<file path="config.mk">
export PLATFORM = sky130hd
export DESIGN_NAME = puncturer
export DESIGN_NICKNAME = d
export VERILOG_FILES = /design/src/rtl/puncturer.sv
export SDC_FILE = /design/constraint.sdc
export NUM_CORES = 1
export LEC_CHECK = 0
export ABC_AREA = 1
export BUFFER_PORTS_ARGS = -buffer_cell sky130_fd_sc_hd__buf_2
export CAP_MARGIN = 40
export CORE_MARGIN = 1.5
export CORE_UTILIZATION = 65
export CTS_BUF_LIST = sky130_fd_sc_hd__clkbuf_16
export DETAILED_ROUTE_END_ITERATION = 10
export PLACE_DENSITY = 0.93
export SETUP_SLACK_MARGIN = 0.5
export SYNTH_ARGS = -nofsm -noshare
export SYNTH_HDL_FRONTEND = slang
export SYNTH_SLANG_ARGS = --single-unit
export TNS_END_PERCENT = 100
</file>
<file path="constraint.sdc">
create_clock -name clock -period 4.7 [get_ports clock]
set_input_delay 0.94 -clock clock [delete_from_list [all_inputs] [get_ports clock]]
set_output_delay 0.94 -clock clock [all_outputs]
set_load 0.02 [all_outputs]
</file>
<file path="src/rtl/puncturer.sv">
// Puncturer: turns rate-1/2 coded pairs {A,B} into a serial bit stream
// punctured to rate 1/2, 2/3 or 3/4, buffered through a small bit FIFO.
// Optional build macro PUNCT_BIT_COUNT_EN adds a 16-bit popped-bit counter.
module puncturer #(
  parameter int unsigned DEPTH = 8,
  parameter int unsigned CNT_W = 4
) (
  input  logic       clock,
  input  logic       reset,
  input  logic [1:0] mode,
  input  logic [1:0] data_in,
  input  logic       data_in_valid,
  output logic       data_in_ready,
  output logic       data_out,
  output logic       data_out_valid,
  input  logic       data_out_ready
`ifdef PUNCT_BIT_COUNT_EN
  ,
  output logic [15:0] bit_count
`endif
);

  localparam logic [1:0] MODE_R34 = 2'd1;
  localparam logic [1:0] MODE_R23 = 2'd2;
  localparam int unsigned FULL_LIM = DEPTH - 2;

  logic [DEPTH-1:0] r_buf;
  logic [CNT_W-1:0] r_count;
  logic [1:0]       r_phase;
  logic [1:0]       r_mode_q;
  logic             r_data_out;
  logic             r_data_out_valid;

  logic             w_mode_chg;
  logic             w_push;
  logic             w_pop;
  logic             w_keep_a;
  logic             w_keep_b;
  logic             w_last_phase;
  logic [DEPTH-1:0] w_buf_nxt;
  logic [CNT_W-1:0] w_cnt_shift;
  logic [CNT_W-1:0] w_slot_b;
  logic [CNT_W-1:0] w_count_nxt;

  // Ready depends only on registered state plus reset/mode, never on data_out_ready
  assign w_mode_chg     = (mode != r_mode_q);
  assign data_in_ready  = !reset && (r_count <= CNT_W'(FULL_LIM)) && !w_mode_chg;
  assign w_push         = data_in_valid && data_in_ready;
  assign w_pop          = r_data_out_valid && data_out_ready;
  assign data_out       = r_data_out;
  assign data_out_valid = r_data_out_valid;

  // Keep pattern for the current phase; mode 3 falls through to rate 1/2
  always_comb begin
    w_keep_a     = 1'b1;
    w_keep_b     = 1'b1;
    w_last_phase = 1'b1;
    case (r_mode_q)
      MODE_R23: begin
        w_last_phase = (r_phase == 2'd1);
        if (r_phase == 2'd1) w_keep_b = 1'b0;
      end
      MODE_R34: begin
        w_last_phase = (r_phase == 2'd2);
        if (r_phase == 2'd1) w_keep_b = 1'b0;
        if (r_phase == 2'd2) w_keep_a = 1'b0;
      end
      default: ;
    endcase
  end

  // Buffer next state: shift out the head on pop, then append kept bits after the tail
  always_comb begin
    w_buf_nxt   = r_buf;
    w_cnt_shift = r_count;
    if (w_pop) begin
      w_buf_nxt   = {1'b0, r_buf[DEPTH-1:1]};
      w_cnt_shift = r_count - CNT_W'(1);
    end
    w_slot_b    = w_keep_a ? (w_cnt_shift + CNT_W'(1)) : w_cnt_shift;
    w_count_nxt = w_cnt_shift;
    if (w_push) begin
      for (int i = 0; i < DEPTH; i++) begin
        if (w_keep_a && (CNT_W'(i) == w_cnt_shift)) w_buf_nxt[i] = data_in[1];
        if (w_keep_b && (CNT_W'(i) == w_slot_b))    w_buf_nxt[i] = data_in[0];
      end
      w_count_nxt = w_cnt_shift + CNT_W'(w_keep_a) + CNT_W'(w_keep_b);
    end
  end

  // State update; slots above the tail stay zero so an empty head reads 0
  always_ff @(posedge clock) begin
    if (reset) begin
      r_buf            <= '0;
      r_count          <= '0;
      r_phase          <= 2'd0;
      r_mode_q         <= 2'd0;
      r_data_out       <= 1'b0;
      r_data_out_valid <= 1'b0;
    end else begin
      r_buf            <= w_buf_nxt;
      r_count          <= w_count_nxt;
      r_data_out       <= w_buf_nxt[0];
      r_data_out_valid <= (w_count_nxt != '0);
      if (w_mode_chg) begin
        r_mode_q <= mode;
        r_phase  <= 2'd0;
      end else if (w_push) begin
        r_phase <= w_last_phase ? 2'd0 : (r_phase + 2'd1);
      end
    end
  end

`ifdef PUNCT_BIT_COUNT_EN
  logic [15:0] r_bit_count;

  // Count popped bits since reset, wrapping naturally at 16 bits
  always_ff @(posedge clock) begin
    if (reset) begin
      r_bit_count <= 16'd0;
    end else if (w_pop) begin
      r_bit_count <= r_bit_count + 16'd1;
    end
  end

  assign bit_count = r_bit_count;
`endif

endmodule

</file>
==> impl_results.html, run 1 <==
<table>
<tr><th>Metric</th><th>Value</th></tr>
<tr><th colspan="2">Clock network</th></tr>
<tr><td>Root Driver</td><td>sky130_fd_sc_hd__clkbuf_16</td></tr>
<tr><td>CTS hold repair buffers</td><td>0</td></tr>
<tr><td>Clock slew seen by the registers of the worst setup and hold paths</td><td>0.05 ns</td></tr>
<tr><td>Later-pin clock latency in the skew report</td><td>0.25 ns</td></tr>
<tr><td>Resized cells post-CTS</td><td>0</td></tr>
<tr><td>Number of setup buffers added after CTS</td><td>0</td></tr>
<tr><td>Number of buffers inserted during clock tree synthesis</td><td>3</td></tr>
<tr><td>Clock Path Buffers</td><td>2</td></tr>
<tr><td># clock sinks</td><td>17</td></tr>
<tr><td>CTS tree</td><td>built</td></tr>
<tr><td>H-tree level count</td><td>1</td></tr>
<tr><th colspan="2">Synthesis</th></tr>
<tr><td>Post-Synthesis Mean Instance Area</td><td>6.165 sq um</td></tr>
<tr><td>Synthesized flop and latch total</td><td>17</td></tr>
<tr><td>Cells after synthesis</td><td>260</td></tr>
<tr><td>Combined area of all synthesized cells</td><td>1603 sq um</td></tr>
<tr><td>Share of synthesized area occupied by flip-flops and latches</td><td>21.23%</td></tr>
<tr><td>Total number of yosys warnings</td><td>0</td></tr>
<tr><td>Syn nets</td><td>280</td></tr>
<tr><td>Number of different library cells in the post-synthesis netlist</td><td>26</td></tr>
<tr><th colspan="2">Timing</th></tr>
<tr><td>Skew final</td><td>0.004195 ns</td></tr>
<tr><td>Number of max-slew violations in the final report</td><td>0</td></tr>
<tr><td>Fmax</td><td>358.3 MHz</td></tr>
<tr><td>Worst-margin pin slew</td><td>0.4290 ns</td></tr>
<tr><td>Setup repair after global routing missed its margin</td><td>no</td></tr>
<tr><td>Number of setup violations in the final report</td><td>0</td></tr>
<tr><td>Final Hold Vio Count</td><td>0</td></tr>
<tr><td>Post-route fraction of the period consumed by the critical path</td><td>59.38%</td></tr>
<tr><td>Headroom to the max-slew limit</td><td>71.10%</td></tr>
<tr><td>Summed negative setup slack over all endpoints</td><td>0 ns</td></tr>
<tr><td>Tmin final</td><td>2.791 ns</td></tr>
<tr><th colspan="2">Finish</th></tr>
<tr><td>Flip-flop and latch area</td><td>340.3 sq um</td></tr>
<tr><td>Area Growth Syn to Fin</td><td>9.524%</td></tr>
<tr><td>Utilization after layout</td><td>77.13%</td></tr>
<tr><td>Share of cells above drive strength 1</td><td>13.65%</td></tr>
<tr><td>Area occupied by multi-input gates</td><td>1075 sq um</td></tr>
<tr><td>Count of antenna diodes in the layout</td><td>0</td></tr>
<tr><td>Number of filler instances in the final layout</td><td>168</td></tr>
<tr><td>Final-stage net count</td><td>292</td></tr>
<tr><th colspan="2">Detailed routing</th></tr>
<tr><td>DR vias</td><td>1,693</td></tr>
<tr><td>Iter 0 DRT Violations</td><td>107</td></tr>
<tr><td>Final antenna-violating net count</td><td>0</td></tr>
<tr><td>Routed len/inst</td><td>13.11 microns</td></tr>
<tr><td>DRC viols</td><td>0</td></tr>
<tr><td>Pre-antenna DRT Iters</td><td>4</td></tr>
<tr><td>Overall routed net length</td><td>3920 microns</td></tr>
<tr><td>Vias per Instance</td><td>5.662</td></tr>
<tr><th colspan="2">Floorplanning</th></tr>
<tr><td>Number of placed I/O pins</td><td>11</td></tr>
<tr><td>Floorplan die area</td><td>2773 sq um</td></tr>
<tr><td>Starting density of the core</td><td>70.42%</td></tr>
<tr><td>Die Span X</td><td>52.66 microns</td></tr>
<tr><td>Row Count</td><td>17</td></tr>
<tr><td>Height of the die</td><td>52.66 microns</td></tr>
<tr><td>Standard cell core area</td><td>2276 sq um</td></tr>
<tr><th colspan="2">Power and ir drop</th></tr>
<tr><td>Power density relative to cell area</td><td>536.6 nW/um^2</td></tr>
<tr><td>Leakage power</td><td>0.8841 nW</td></tr>
<tr><td>VDD IR-drop max</td><td>0.3632 mV</td></tr>
<tr><th colspan="2">Setup path</th></tr>
<tr><td>CP Data Arrival Time</td><td>2.97 ns</td></tr>
<tr><td>Worst setup path class</td><td>in2reg</td></tr>
<tr><td>Largest fanout on the critical path</td><td>15</td></tr>
<tr><td>Type of element launching the critical path</td><td>input port</td></tr>
<tr><td>Req. time, crit path</td><td>4.88 ns</td></tr>
<tr><td>Kind of capture point of the worst setup path</td><td>register</td></tr>
<tr><th colspan="2">GRT</th></tr>
<tr><td>First-pass GRT wire length</td><td>6223 microns</td></tr>
<tr><td>Number of antenna violations at the first check in global routing</td><td>0</td></tr>
<tr><td>Vias in the first global route</td><td>1,409</td></tr>
<tr><td>Residual overflow from global routing</td><td>0</td></tr>
<tr><td>Total GRT Usage</td><td>30.45%</td></tr>
<tr><td>Largest net degree at the start of global routing</td><td>16</td></tr>
<tr><th colspan="2">Placed design</th></tr>
<tr><td>HPWL reported at the end of detailed placement</td><td>2811 microns</td></tr>
<tr><td>Placer congestion estimate</td><td>0.9378</td></tr>
<tr><td>Port Buf Inserts</td><td>10</td></tr>
<tr><th colspan="2">Worst hold path</th></tr>
<tr><td>Worst min path class</td><td>reg2reg</td></tr>
<tr><th colspan="2">Status</th></tr>
<tr><td>Result of the run</td><td>finished, final reports clean</td></tr>
<tr><th colspan="2">Flow run</th></tr>
<tr><td>Number of max-cap violations</td><td>0</td></tr>
</table>
through the flow:
step	hold slack, ns	instances	setup WS, ns	area, sq um	total power [mW]
floorplan	0.4611	260	2.186	1603	0.6434
global placement	0.4797	295	1.788	1677	0.7359
detailed placement	0.4929	295	1.725	1677	0.7463
CTS	0.5009	299	1.922	1755	0.9263
global route	0.5077	299	1.742	1755	1.012
finish	0.5051	299	1.909	1755	0.9419
cell usage in the layout (no fill, tap or decap), types with 6 or more instances in the layout:
| cell | count |
|---|---|
| sky130_fd_sc_hd__dfxtp_1 | 17 |
| sky130_fd_sc_hd__ha_1 | 11 |
| sky130_fd_sc_hd__nor2_1 | 27 |
| sky130_fd_sc_hd__o21ai_0 | 7 |
| sky130_fd_sc_hd__nand4_1 | 13 |
| sky130_fd_sc_hd__nand2_2 | 6 |
| sky130_fd_sc_hd__nand2_1 | 60 |
| sky130_fd_sc_hd__a21oi_1 | 9 |
| sky130_fd_sc_hd__nand3_1 | 36 |
| sky130_fd_sc_hd__buf_2 | 10 |
| sky130_fd_sc_hd__inv_1 | 42 |
routing by layer:
| metal | wire length (microns) | vias to the layer above | global-route usage (%) |
|---|---|---|---|
| met5 | 0 | - | 0 |
| met4 | 40 | 0 | 8.120 |
| met3 | 385 | 4 | 9.714 |
| met2 | 1752 | 76 | 46.67 |
| met1 | 1741 | 751 | 40.91 |
| li1 | - | 862 | - |
report_power, final:
part           total [mW]  leakage (nW)  internal, mW  switching, mW
logic               0.582         0.703         0.182          0.401
registers           0.190         0.139         0.167         0.0229
clock network       0.170        0.0423         0.113         0.0568
total               0.942         0.884         0.462          0.480
cell usage after synthesis, drive strengths merged:
library cell / number / area, sq um
nand2: 70 / 307.8
inv: 45 / 168.9
nand3: 38 / 207.7
nor2: 31 / 141.4
dfxtp: 17 / 340.3
nand4: 13 / 81.33
ha: 11 / 137.6
a21oi: 9 / 45.04
o21ai: 7 / 35.03
nor3: 4 / 20.02
buf: 3 / 15.01
or2: 3 / 18.77
a211oi: 2 / 15.01
mux2i: 2 / 20.02
clkbuf: 1 / 3.750
fa: 1 / 20.02
o2111ai: 1 / 8.760
o31ai: 1 / 7.510
xor2: 1 / 8.760
state kept, by name (all words and copies together), names as in the netlist:
register and flops:
r_phase 2, data_out_valid 1, r_buf 8, r_count 4, r_mode_q 2
worst max-delay path, cell delays in order:
cell and delay [ns]:
sky130_fd_sc_hd__buf_2 0.14, sky130_fd_sc_hd__nand2_2 0.26, sky130_fd_sc_hd__nand2_1 0.15, sky130_fd_sc_hd__nand2_2 0.14, sky130_fd_sc_hd__inv_1 0.10, sky130_fd_sc_hd__ha_1 0.31, sky130_fd_sc_hd__inv_1 0.04, sky130_fd_sc_hd__nand2_1 0.07
sky130_fd_sc_hd__nand3_1 0.10, sky130_fd_sc_hd__nor2_1 0.28, sky130_fd_sc_hd__nand4_1 0.13, sky130_fd_sc_hd__nand2_1 0.10, sky130_fd_sc_hd__nand3_1 0.08, sky130_fd_sc_hd__a21oi_1 0.13
layout make-up:
class	count	share of cell area (%)
Clock buffer	3	4.277
Clock inverter	1	0.2138
Inverter	45	9.622
Multi-Input combinational cell	194	61.23
Sequential cell	17	19.39
Tap cell	28	1.996
Timing Repair Buffer	11	3.279
final timing paths:
kind / slack, ns / endpoint / startpoint / depth (start not counted)
setup / recovery: 1.91 / r_buf[1]$_SDFF_PP0_ / data_out_ready / 14
hold / removal: 0.51 / r_phase[1]$_SDFFE_PP0N_ / r_phase[1]$_SDFFE_PP0N_ / 2
setup reg to reg: 2.27 / r_buf[2]$_SDFF_PP0_ / r_count[0]$_SDFF_PP0_ / 15
hold reg to reg: 0.51 / r_phase[1]$_SDFFE_PP0N_ / r_phase[1]$_SDFFE_PP0N_ / 2
kinds of logic after synthesis:
family          Yosys count  synth area share [%]
xor+xnor                  1                0.5465
fa+ha+maj                12                 9.836
mux                       2                 1.249
flops                    17                 21.23
compound gates           20                 6.947
simple gates            159                 48.48
buf+inv                  49                 11.71
Power figures use the tool's default switching activity.
==> run 2, diff against run 1 <==
--- a/config.mk
+++ b/config.mk
@@ -8,11 +8,12 @@
 export ABC_AREA = 1
 export BUFFER_PORTS_ARGS = -buffer_cell sky130_fd_sc_hd__buf_2
 export CAP_MARGIN = 40
+export CORE_ASPECT_RATIO = 2
 export CORE_MARGIN = 1.5
-export CORE_UTILIZATION = 65
+export CORE_UTILIZATION = 60
 export CTS_BUF_LIST = sky130_fd_sc_hd__clkbuf_16
 export DETAILED_ROUTE_END_ITERATION = 10
-export PLACE_DENSITY = 0.93
+export PLACE_DENSITY = 0.87
 export SETUP_SLACK_MARGIN = 0.5
 export SYNTH_ARGS = -nofsm -noshare
 export SYNTH_HDL_FRONTEND = slang
==> constraint.sdc (replaced) <==
create_clock -name clock -period 2.6 [get_ports clock]
set_input_delay 0.52 -clock clock [delete_from_list [all_inputs] [get_ports clock]]
set_output_delay 0.52 -clock clock [all_outputs]
set_load 0.02 [all_outputs]
==> run 2 against run 1 <==
Effect of this change: global-route usage rose by 6.0 points; critical path depth fell by 9; final cell count rose by 6.7%; sequential power rose by 82%; sequential share of layout area fell by 2.8 points; wire length rose by 37%; clock power rose by 92%.
==> impl_results.html, run 2 (same netlist as run 1, synthesis figures left out) <==
<table>
<tr><th>Metric</th><th>Value</th></tr>
<tr><th colspan="2">Power and ir drop</th></tr>
<tr><td>Leakage power</td><td>1.000 nW</td></tr>
<tr><td>VDD IR-drop max</td><td>0.8373 mV</td></tr>
<tr><td>Power density relative to cell area</td><td>1054 nW/um^2</td></tr>
<tr><td>Design Power</td><td>2.189 mW</td></tr>
<tr><th colspan="2">Timing</th></tr>
<tr><td>Number of max-slew violations in the final report</td><td>0</td></tr>
<tr><td>Headroom to the max-slew limit</td><td>56.27%</td></tr>
<tr><td>Fmax</td><td>476.0 MHz</td></tr>
<tr><td>Setup repair after global routing missed its margin</td><td>yes</td></tr>
<tr><td>Tmin final</td><td>2.101 ns</td></tr>
<tr><td>Number of setup violations in the final report</td><td>0</td></tr>
<tr><td>Final Hold Vio Count</td><td>0</td></tr>
<tr><td>Worst-margin pin slew</td><td>0.6491 ns</td></tr>
<tr><td>Summed negative setup slack over all endpoints</td><td>0 ns</td></tr>
<tr><td>Post-route fraction of the period consumed by the critical path</td><td>80.81%</td></tr>
<tr><td>Skew final</td><td>0.002977 ns</td></tr>
<tr><th colspan="2">GRT</th></tr>
<tr><td>Largest net degree at the start of global routing</td><td>16</td></tr>
<tr><td>Vias in the first global route</td><td>1,768</td></tr>
<tr><td>Number of antenna violations at the first check in global routing</td><td>0</td></tr>
<tr><td>First-pass GRT wire length</td><td>7941 microns</td></tr>
<tr><td>Residual overflow from global routing</td><td>0</td></tr>
<tr><td>Total GRT Usage</td><td>36.49%</td></tr>
<tr><th colspan="2">Floorplanning</th></tr>
<tr><td>Floorplan die area</td><td>3009 sq um</td></tr>
<tr><td>Starting density of the core</td><td>63.17%</td></tr>
<tr><td>Height of the die</td><td>76.09 microns</td></tr>
<tr><td>Row Count</td><td>26</td></tr>
<tr><td>Die Span X</td><td>39.55 microns</td></tr>
<tr><td>Number of placed I/O pins</td><td>11</td></tr>
<tr><td>Standard cell core area</td><td>2537 sq um</td></tr>
<tr><th colspan="2">Finish</th></tr>
<tr><td>Commonest cells after routing, fill and taps aside</td><td>sky130_fd_sc_hd__nand2_1, sky130_fd_sc_hd__inv_1, sky130_fd_sc_hd__nand3_1</td></tr>
<tr><td>Non-filler cells, final</td><td>319</td></tr>
<tr><td>Number of filler instances in the final layout</td><td>170</td></tr>
<tr><td>Final-stage net count</td><td>312</td></tr>
<tr><td>Most common cell after layout, fill and taps aside</td><td>sky130_fd_sc_hd__nand2_1</td></tr>
<tr><td>Area Growth Syn to Fin</td><td>29.51%</td></tr>
<tr><td>Count of antenna diodes in the layout</td><td>0</td></tr>
<tr><td>Biggest register</td><td>r_buf</td></tr>
<tr><td>Leading registers by flop count</td><td>r_buf x8, r_count x4</td></tr>
<tr><td>Share of cells above drive strength 1</td><td>33.68%</td></tr>
<tr><td>Flip-flop count of the largest register, all copies and words added</td><td>8</td></tr>
<tr><th colspan="2">Clock network</th></tr>
<tr><td>Clock slew seen by the registers of the worst setup and hold paths</td><td>0.06 ns</td></tr>
<tr><td># clock sinks</td><td>17</td></tr>
<tr><td>CTS hold repair buffers</td><td>0</td></tr>
<tr><td>Clock Path Buffers</td><td>2</td></tr>
<tr><td>H-tree level count</td><td>1</td></tr>
<tr><td>Root Driver</td><td>sky130_fd_sc_hd__clkbuf_16</td></tr>
<tr><td>Number of buffers inserted during clock tree synthesis</td><td>3</td></tr>
<tr><td>Later-pin clock latency in the skew report</td><td>0.26 ns</td></tr>
<tr><td>CTS tree</td><td>built</td></tr>
<tr><th colspan="2">Placed design</th></tr>
<tr><td>Cell count after placement</td><td>296</td></tr>
<tr><td>HPWL reported at the end of detailed placement</td><td>3059 microns</td></tr>
<tr><td>Placer congestion estimate</td><td>0.9032</td></tr>
<tr><td>Port Buf Inserts</td><td>10</td></tr>
<tr><th colspan="2">Detailed routing</th></tr>
<tr><td>Final antenna-violating net count</td><td>0</td></tr>
<tr><td>DR vias</td><td>1,947</td></tr>
<tr><td>DRC viols</td><td>0</td></tr>
<tr><td>Pre-antenna DRT Iters</td><td>4</td></tr>
<tr><td>Iter 0 DRT Violations</td><td>174</td></tr>
<tr><td>Routed len/inst</td><td>16.86 microns</td></tr>
<tr><td>Overall routed net length</td><td>5379 microns</td></tr>
<tr><td>Vias per Instance</td><td>6.103</td></tr>
<tr><th colspan="2">Worst hold path</th></tr>
<tr><td>Worst min path class</td><td>in2reg</td></tr>
<tr><td>Hold-critical path depth</td><td>3</td></tr>
<tr><th colspan="2">Flow run</th></tr>
<tr><td>Number of max-cap violations</td><td>0</td></tr>
<tr><th colspan="2">Setup path</th></tr>
<tr><td>Worst setup endpoint</td><td>data_in_ready</td></tr>
<tr><td>Type of element launching the critical path</td><td>register</td></tr>
<tr><td>CP Data Arrival Time</td><td>1.58 ns</td></tr>
<tr><td>Kind of capture point of the worst setup path</td><td>output pin</td></tr>
<tr><td>Worst setup path class</td><td>reg2out</td></tr>
<tr><td>Minimum setup slack among reg-to-reg paths</td><td>0.50 ns</td></tr>
<tr><td>Req. time, crit path</td><td>2.08 ns</td></tr>
<tr><td>Critical R2R Capture</td><td>r_buf[1]$_SDFF_PP0_</td></tr>
<tr><td>Launching point of the worst reg2reg path</td><td>r_count[1]$_SDFF_PP0_</td></tr>
<tr><td>Worst Reg-to-Reg Cells</td><td>15</td></tr>
<tr><td>Startpoint of the most critical setup path</td><td>r_count[0]$_SDFF_PP0_</td></tr>
<tr><td>Largest fanout on the critical path</td><td>3</td></tr>
<tr><th colspan="2">Status</th></tr>
<tr><td>Result of the run</td><td>finished, final reports clean</td></tr>
</table>
run 2: area by class of cell:
type / instances / area [sq um] / area share (%)
clock buffer: 3 / 75.07 / 3.617
clock inverter: 1 / 5.005 / 0.2411
inverter: 45 / 175.2 / 8.439
multi-input combinational: 194 / 1232 / 59.37
sequential: 17 / 345.3 / 16.64
tap: 28 / 35.03 / 1.688
timing repair buffer: 31 / 207.7 / 10.01
run 2: critical path: stages (launching register included):
cell                      delay, ns
sky130_fd_sc_hd__dfxtp_2       0.33
sky130_fd_sc_hd__inv_2         0.06
sky130_fd_sc_hd__ha_1          0.18
sky130_fd_sc_hd__o31ai_1       0.45
sky130_fd_sc_hd__nor2_1        0.12
sky130_fd_sc_hd__buf_2         0.18
run 2: power by group:
part | internal [mW] | switching [mW] | leakage [nW]
combinational | 0.560 | 0.956 | 0.819
sequential | 0.305 | 0.0415 | 0.140
clock | 0.207 | 0.119 | 0.0409
run 2: how the worst min path moves through the flow:
stage / from / endpoint / slack [ns]
3_5_place_dp: r_phase[1]$_SDFFE_PP0N_ / r_phase[1]$_SDFFE_PP0N_ / 0.49
6_report: mode[1] / r_mode_q[1]$_SDFFE_PP0P_ / 0.49
4_1_cts: mode[1] / r_mode_q[1]$_SDFFE_PP0P_ / 0.49
2_1_floorplan: r_phase[1]$_SDFFE_PP0N_ / r_phase[1]$_SDFFE_PP0N_ / 0.46
3_3_place_gp: r_phase[1]$_SDFFE_PP0N_ / r_phase[1]$_SDFFE_PP0N_ / 0.47
5_1_grt: mode[1] / r_mode_q[1]$_SDFFE_PP0P_ / 0.50
run 2: layer usage:
metal / wire (microns) / GRT usage [%]
met3: 388 / 8.455
met2: 2665 / 59.84
met5: 0 / 0
met1: 1894 / 38.45
met4: 430 / 22.41
run 2: through the flow:
| step | cell area (sq um) | util, % | setup WS, ns | hold slack [ns] |
|---|---|---|---|---|
| 2_1_floorplan | 1603 | - | 0.5054 | 0.4611 |
| 3_5_place_dp | 1684 | 66.37 | 0.2386 | 0.4926 |
| 3_3_place_gp | 1684 | 66.37 | 0.2418 | 0.4748 |
| 6_report | 2076 | 81.80 | 0.4990 | 0.4893 |
| 4_1_cts | 1856 | 73.13 | 0.5069 | 0.4949 |
| 5_1_grt | 2076 | 81.80 | 0.3735 | 0.4983 |
run 2: timing repair:
item,in CTS,in global routing
resized for setup,16,37
endpoints found under the hold margin,0,0
setup buffers,6,13
endpoints found under the setup margin,10,10
pin swaps,4,17
==> run 3, diff against run 2 <==
--- a/config.mk
+++ b/config.mk
@@ -5,15 +5,15 @@
 export SDC_FILE = /design/constraint.sdc
 export NUM_CORES = 1
 export LEC_CHECK = 0
-export ABC_AREA = 1
+export ABC_AREA = 0
 export BUFFER_PORTS_ARGS = -buffer_cell sky130_fd_sc_hd__buf_2
 export CAP_MARGIN = 40
 export CORE_ASPECT_RATIO = 2
 export CORE_MARGIN = 1.5
-export CORE_UTILIZATION = 60
+export CORE_UTILIZATION = 54
 export CTS_BUF_LIST = sky130_fd_sc_hd__clkbuf_16
 export DETAILED_ROUTE_END_ITERATION = 10
-export PLACE_DENSITY = 0.87
+export PLACE_DENSITY = 0.84
 export SETUP_SLACK_MARGIN = 0.5
 export SYNTH_ARGS = -nofsm -noshare
 export SYNTH_HDL_FRONTEND = slang
==> constraint.sdc (replaced) <==
create_clock -name clock -period 1.9 [get_ports clock]
set_input_delay 0.38 -clock clock [delete_from_list [all_inputs] [get_ports clock]]
set_output_delay 0.38 -clock clock [all_outputs]
set_load 0.02 [all_outputs]
==> run 3 against run 2 <==
Effect of this change: design area grew 17%; total power grew 65%; the flow now finishes with violations (setup timing); wire length grew 4.1%; synthesized area shrank 6.0%; combinational power grew 78%; setup slack lost 1.0 ns.
==> impl_results.html, run 3 <==
<table>
<tr><th>Metric</th><th>Value</th></tr>
<tr><th colspan="2">GRT</th></tr>
<tr><td>Number of antenna violations at the first check in global routing</td><td>0</td></tr>
<tr><td>Largest net degree at the start of global routing</td><td>15</td></tr>
<tr><td>Total GRT Usage</td><td>39.37%</td></tr>
<tr><td>Residual overflow from global routing</td><td>0</td></tr>
<tr><td>First-pass GRT wire length</td><td>8638 microns</td></tr>
<tr><td>Vias in the first global route</td><td>1,782</td></tr>
<tr><th colspan="2">Synthesis</th></tr>
<tr><td>Total number of yosys warnings</td><td>0</td></tr>
<tr><td>Top flip-flop cell by instance count after synthesis</td><td>sky130_fd_sc_hd__dfxtp_1</td></tr>
<tr><td>List of most frequent post-synthesis cells</td><td>sky130_fd_sc_hd__dfxtp_1, sky130_fd_sc_hd__nor2_1, sky130_fd_sc_hd__nand3_1</td></tr>
<tr><td>Post-Synthesis Mean Instance Area</td><td>8.277 sq um</td></tr>
<tr><td>Syn nets</td><td>202</td></tr>
<tr><td>Number of different library cells in the post-synthesis netlist</td><td>52</td></tr>
<tr><td>Cell with the most instances after synthesis</td><td>sky130_fd_sc_hd__dfxtp_1</td></tr>
<tr><td>Combined area of all synthesized cells</td><td>1506 sq um</td></tr>
<tr><td>Synthesized flop and latch total</td><td>17</td></tr>
<tr><td>EDFF count, synth</td><td>0</td></tr>
<tr><td>Cell taking the most area after synthesis</td><td>sky130_fd_sc_hd__dfxtp_1</td></tr>
<tr><td>Proportion of netlist area held by the largest area contributor</td><td>22.59%</td></tr>
<tr><td>Largest cells by area after synthesis</td><td>sky130_fd_sc_hd__dfxtp_1, sky130_fd_sc_hd__ha_1, sky130_fd_sc_hd__mux2i_1</td></tr>
<tr><td>Share of synthesized area occupied by flip-flops and latches</td><td>22.59%</td></tr>
<tr><td>FFs w/ async S/R, synth</td><td>0%</td></tr>
<tr><td>Cells after synthesis</td><td>182</td></tr>
<tr><th colspan="2">Setup path</th></tr>
<tr><td>Worst path cell trace</td><td>inv_4, ha_4, or4bb_4, o31ai_4, buf_4, a22oi_2, o21ai_2, a21oi_1, a41o_1, a221o_1</td></tr>
<tr><td>Type of element launching the critical path</td><td>register</td></tr>
<tr><td>CP Data Arrival Time</td><td>2.55 ns</td></tr>
<tr><td>Cell with the largest stage delay on the worst path</td><td>sky130_fd_sc_hd__or4bb_4</td></tr>
<tr><td>Launching point of the worst reg2reg path</td><td>r_count[1]$_SDFF_PP0_</td></tr>
<tr><td>Critical R2R Capture</td><td>r_buf[3]$_SDFF_PP0_</td></tr>
<tr><td>Req. time, crit path</td><td>2.03 ns</td></tr>
<tr><td>Worst Reg-to-Reg Cells</td><td>10</td></tr>
<tr><td>Kind of capture point of the worst setup path</td><td>register</td></tr>
<tr><td>Largest fanout on the critical path</td><td>3</td></tr>
<tr><td>Minimum setup slack among reg-to-reg paths</td><td>-0.52 ns</td></tr>
<tr><td>Delay of the slowest cell on the worst path</td><td>0.54 ns</td></tr>
<tr><td>Worst setup path class</td><td>reg2reg</td></tr>
<tr><th colspan="2">Finish</th></tr>
<tr><td>Most common cell after layout, fill and taps aside</td><td>sky130_fd_sc_hd__buf_4</td></tr>
<tr><td>Leading registers by flop count</td><td>r_buf x8, r_count x4</td></tr>
<tr><td>Utilization after layout</td><td>89.91%</td></tr>
<tr><td>Commonest cells after routing, fill and taps aside</td><td>sky130_fd_sc_hd__buf_4, sky130_fd_sc_hd__nor2_1, sky130_fd_sc_hd__nand3_1</td></tr>
<tr><td>Flip-flop count of the largest register, all copies and words added</td><td>8</td></tr>
<tr><td>Final cell area excluding filler cells</td><td>2430 sq um</td></tr>
<tr><td>Area Growth Syn to Fin</td><td>61.30%</td></tr>
<tr><td>Count of antenna diodes in the layout</td><td>0</td></tr>
<tr><td>Biggest register</td><td>r_buf</td></tr>
<tr><td>Final-stage net count</td><td>265</td></tr>
<tr><td>Share of cells above drive strength 1</td><td>53.69%</td></tr>
<tr><td>Non-filler cells, final</td><td>273</td></tr>
<tr><th colspan="2">Floorplanning</th></tr>
<tr><td>Floorplan die area</td><td>3135 sq um</td></tr>
<tr><td>Starting density of the core</td><td>55.74%</td></tr>
<tr><td>Number of placed I/O pins</td><td>11</td></tr>
<tr><td>Height of the die</td><td>77.70 microns</td></tr>
<tr><td>Die Span X</td><td>40.35 microns</td></tr>
<tr><td>Row Count</td><td>27</td></tr>
<tr><td>Standard cell core area</td><td>2703 sq um</td></tr>
<tr><th colspan="2">Placed design</th></tr>
<tr><td>Placement Setup Slack</td><td>-0.5140 ns</td></tr>
<tr><td>Placer congestion estimate</td><td>0.9541</td></tr>
<tr><td>Cell count after placement</td><td>259</td></tr>
<tr><td>Cell area reported after detailed placement</td><td>2111 sq um</td></tr>
<tr><td>HPWL reported at the end of detailed placement</td><td>3592 microns</td></tr>
<tr><td>Port Buf Inserts</td><td>10</td></tr>
<tr><th colspan="2">Detailed routing</th></tr>
<tr><td>Overall routed net length</td><td>5600 microns</td></tr>
<tr><td>DR vias</td><td>1,765</td></tr>
<tr><td>DRC viols</td><td>0</td></tr>
<tr><td>Routed len/inst</td><td>20.51 microns</td></tr>
<tr><td>Vias per Instance</td><td>6.465</td></tr>
<tr><td>Iter 0 DRT Violations</td><td>81</td></tr>
<tr><td>Final antenna-violating net count</td><td>0</td></tr>
<tr><td>Pre-antenna DRT Iters</td><td>5</td></tr>
<tr><th colspan="2">Timing</th></tr>
<tr><td>Number of max-slew violations in the final report</td><td>0</td></tr>
<tr><td>Number of setup violations in the final report</td><td>13</td></tr>
<tr><td>Final Hold Vio Count</td><td>0</td></tr>
<tr><td>Fmax</td><td>413.5 MHz</td></tr>
<tr><td>Post-route fraction of the period consumed by the critical path</td><td>127.3%</td></tr>
<tr><td>Skew final</td><td>0.001451 ns</td></tr>
<tr><td>Headroom to the max-slew limit</td><td>71.66%</td></tr>
<tr><td>Worst-margin pin slew</td><td>0.4218 ns</td></tr>
<tr><td>Worst Slack Setup Final</td><td>-0.5181 ns</td></tr>
<tr><td>Tmin final</td><td>2.418 ns</td></tr>
<tr><td>Setup repair after global routing missed its margin</td><td>yes</td></tr>
<tr><th colspan="2">Power and ir drop</th></tr>
<tr><td>Power density relative to cell area</td><td>1488 nW/um^2</td></tr>
<tr><td>VDD IR-drop max</td><td>1.188 mV</td></tr>
<tr><td>Leakage power</td><td>1.050 nW</td></tr>
<tr><td>Design Power</td><td>3.616 mW</td></tr>
<tr><th colspan="2">Worst hold path</th></tr>
<tr><td>Beginning of the worst hold path</td><td>mode[1]</td></tr>
<tr><td>End point of the worst hold path</td><td>r_mode_q[1]$_SDFFE_PP0P_</td></tr>
<tr><td>Hold-critical path depth</td><td>2</td></tr>
<tr><td>Worst min path class</td><td>in2reg</td></tr>
<tr><th colspan="2">Clock network</th></tr>
<tr><td>H-tree level count</td><td>1</td></tr>
<tr><td>Root Driver</td><td>sky130_fd_sc_hd__clkbuf_16</td></tr>
<tr><td>CTS hold repair buffers</td><td>0</td></tr>
<tr><td>CTS tree</td><td>built</td></tr>
<tr><td>Clock slew seen by the registers of the worst setup and hold paths</td><td>0.05 ns</td></tr>
<tr><td>Number of buffers inserted during clock tree synthesis</td><td>3</td></tr>
<tr><td>Later-pin clock latency in the skew report</td><td>0.25 ns</td></tr>
<tr><td>Clock Path Buffers</td><td>2</td></tr>
<tr><td># clock sinks</td><td>17</td></tr>
<tr><th colspan="2">Status</th></tr>
<tr><td>Violations in the final reports</td><td>setup timing</td></tr>
<tr><td>Result of the run</td><td>finished, violations left</td></tr>
<tr><th colspan="2">Flow run</th></tr>
<tr><td>Number of max-cap violations</td><td>0</td></tr>
</table>
run 3: cell types whose count changed in the layout (fill, tap and decap cells not counted), sizes merged, moves of 7 or more:
cell   change
nand2     -58
nand4      -8
nor2      -14
buf       +36
nand3     -25
mux2       +7
inv       -32
run 3: worst max-delay path, delay by kind of cell (launching register included):
family | cells | cell delay [ns]
fa+ha+maj | 1 | 0.23
simple gates | 1 | 0.54
buf+inv | 2 | 0.21
flops | 1 | 0.35
compound gates | 6 | 0.97
run 3: worst max-delay path by stage:
stage | to | depth (start not counted) | slack (ns) | from
floorplan | r_buf[4]$_SDFF_PP0_ | 9 | -0.45 | r_count[0]$_SDFF_PP0_
global placement | r_buf[4]$_SDFF_PP0_ | 10 | -0.47 | r_count[0]$_SDFF_PP0_
detailed placement | r_buf[3]$_SDFF_PP0_ | 11 | -0.51 | data_out_ready
CTS | r_buf[3]$_SDFF_PP0_ | 10 | -0.50 | r_count[1]$_SDFF_PP0_
global route | r_buf[4]$_SDFF_PP0_ | 10 | -0.58 | r_count[1]$_SDFF_PP0_
finish | r_buf[3]$_SDFF_PP0_ | 10 | -0.52 | r_count[1]$_SDFF_PP0_
run 3: logic make-up after synthesis:
logic type,after synthesis,share of synthesized area (%)
AO/OA/AOI/OAI,44,21.76
XOR/XNOR,8,5.150
adder cells (fa/ha/maj),12,10.47
AND/OR/NAND/NOR,66,23.92
multiplexers,14,10.13
flip-flops,17,22.59
buffers and inverters,21,5.979
run 3: area by class of cell:
class,count,area (sq um)
multi-input combinational,144,1344
timing repair buffer,67,559.3
sequential,17,355.3
fill,110,272.8
clock buffer,3,75.07
inverter,12,55.05
tap,29,36.28
clock inverter,1,5.005
run 3: power breakdown:
part / internal, mW / switching, mW / leakage [nW]
logic: 1.29 / 1.42 / 0.868
registers: 0.426 / 0.0535 / 0.142
clock network: 0.282 / 0.145 / 0.0409
run 3: metrics by stage:
step / TNS [ns] / hold slack [ns]
2_1_floorplan: -3.442 / 0.4512
3_3_place_gp: -4.416 / 0.4994
3_5_place_dp: -5.029 / 0.5208
4_1_cts: -4.156 / 0.3859
5_1_grt: -5.301 / 0.3922
6_report: -4.260 / 0.3848
run 3: per-layer routing:
layer,part of all wire [%],track usage [%],vias to the layer above
met1,34,41.24,827
met3,5.9,14.57,40
met5,0,0,-
met2,54,63.02,108
met4,6.7,21.00,0
li1,-,-,790
run 3: what timing repair did:
action | 4_1_cts | 5_1_grt
pin swaps | 16 | 7
resized for setup | 20 | 16
endpoints found under the setup margin | 16 | 16
setup buffers | 5 | 5
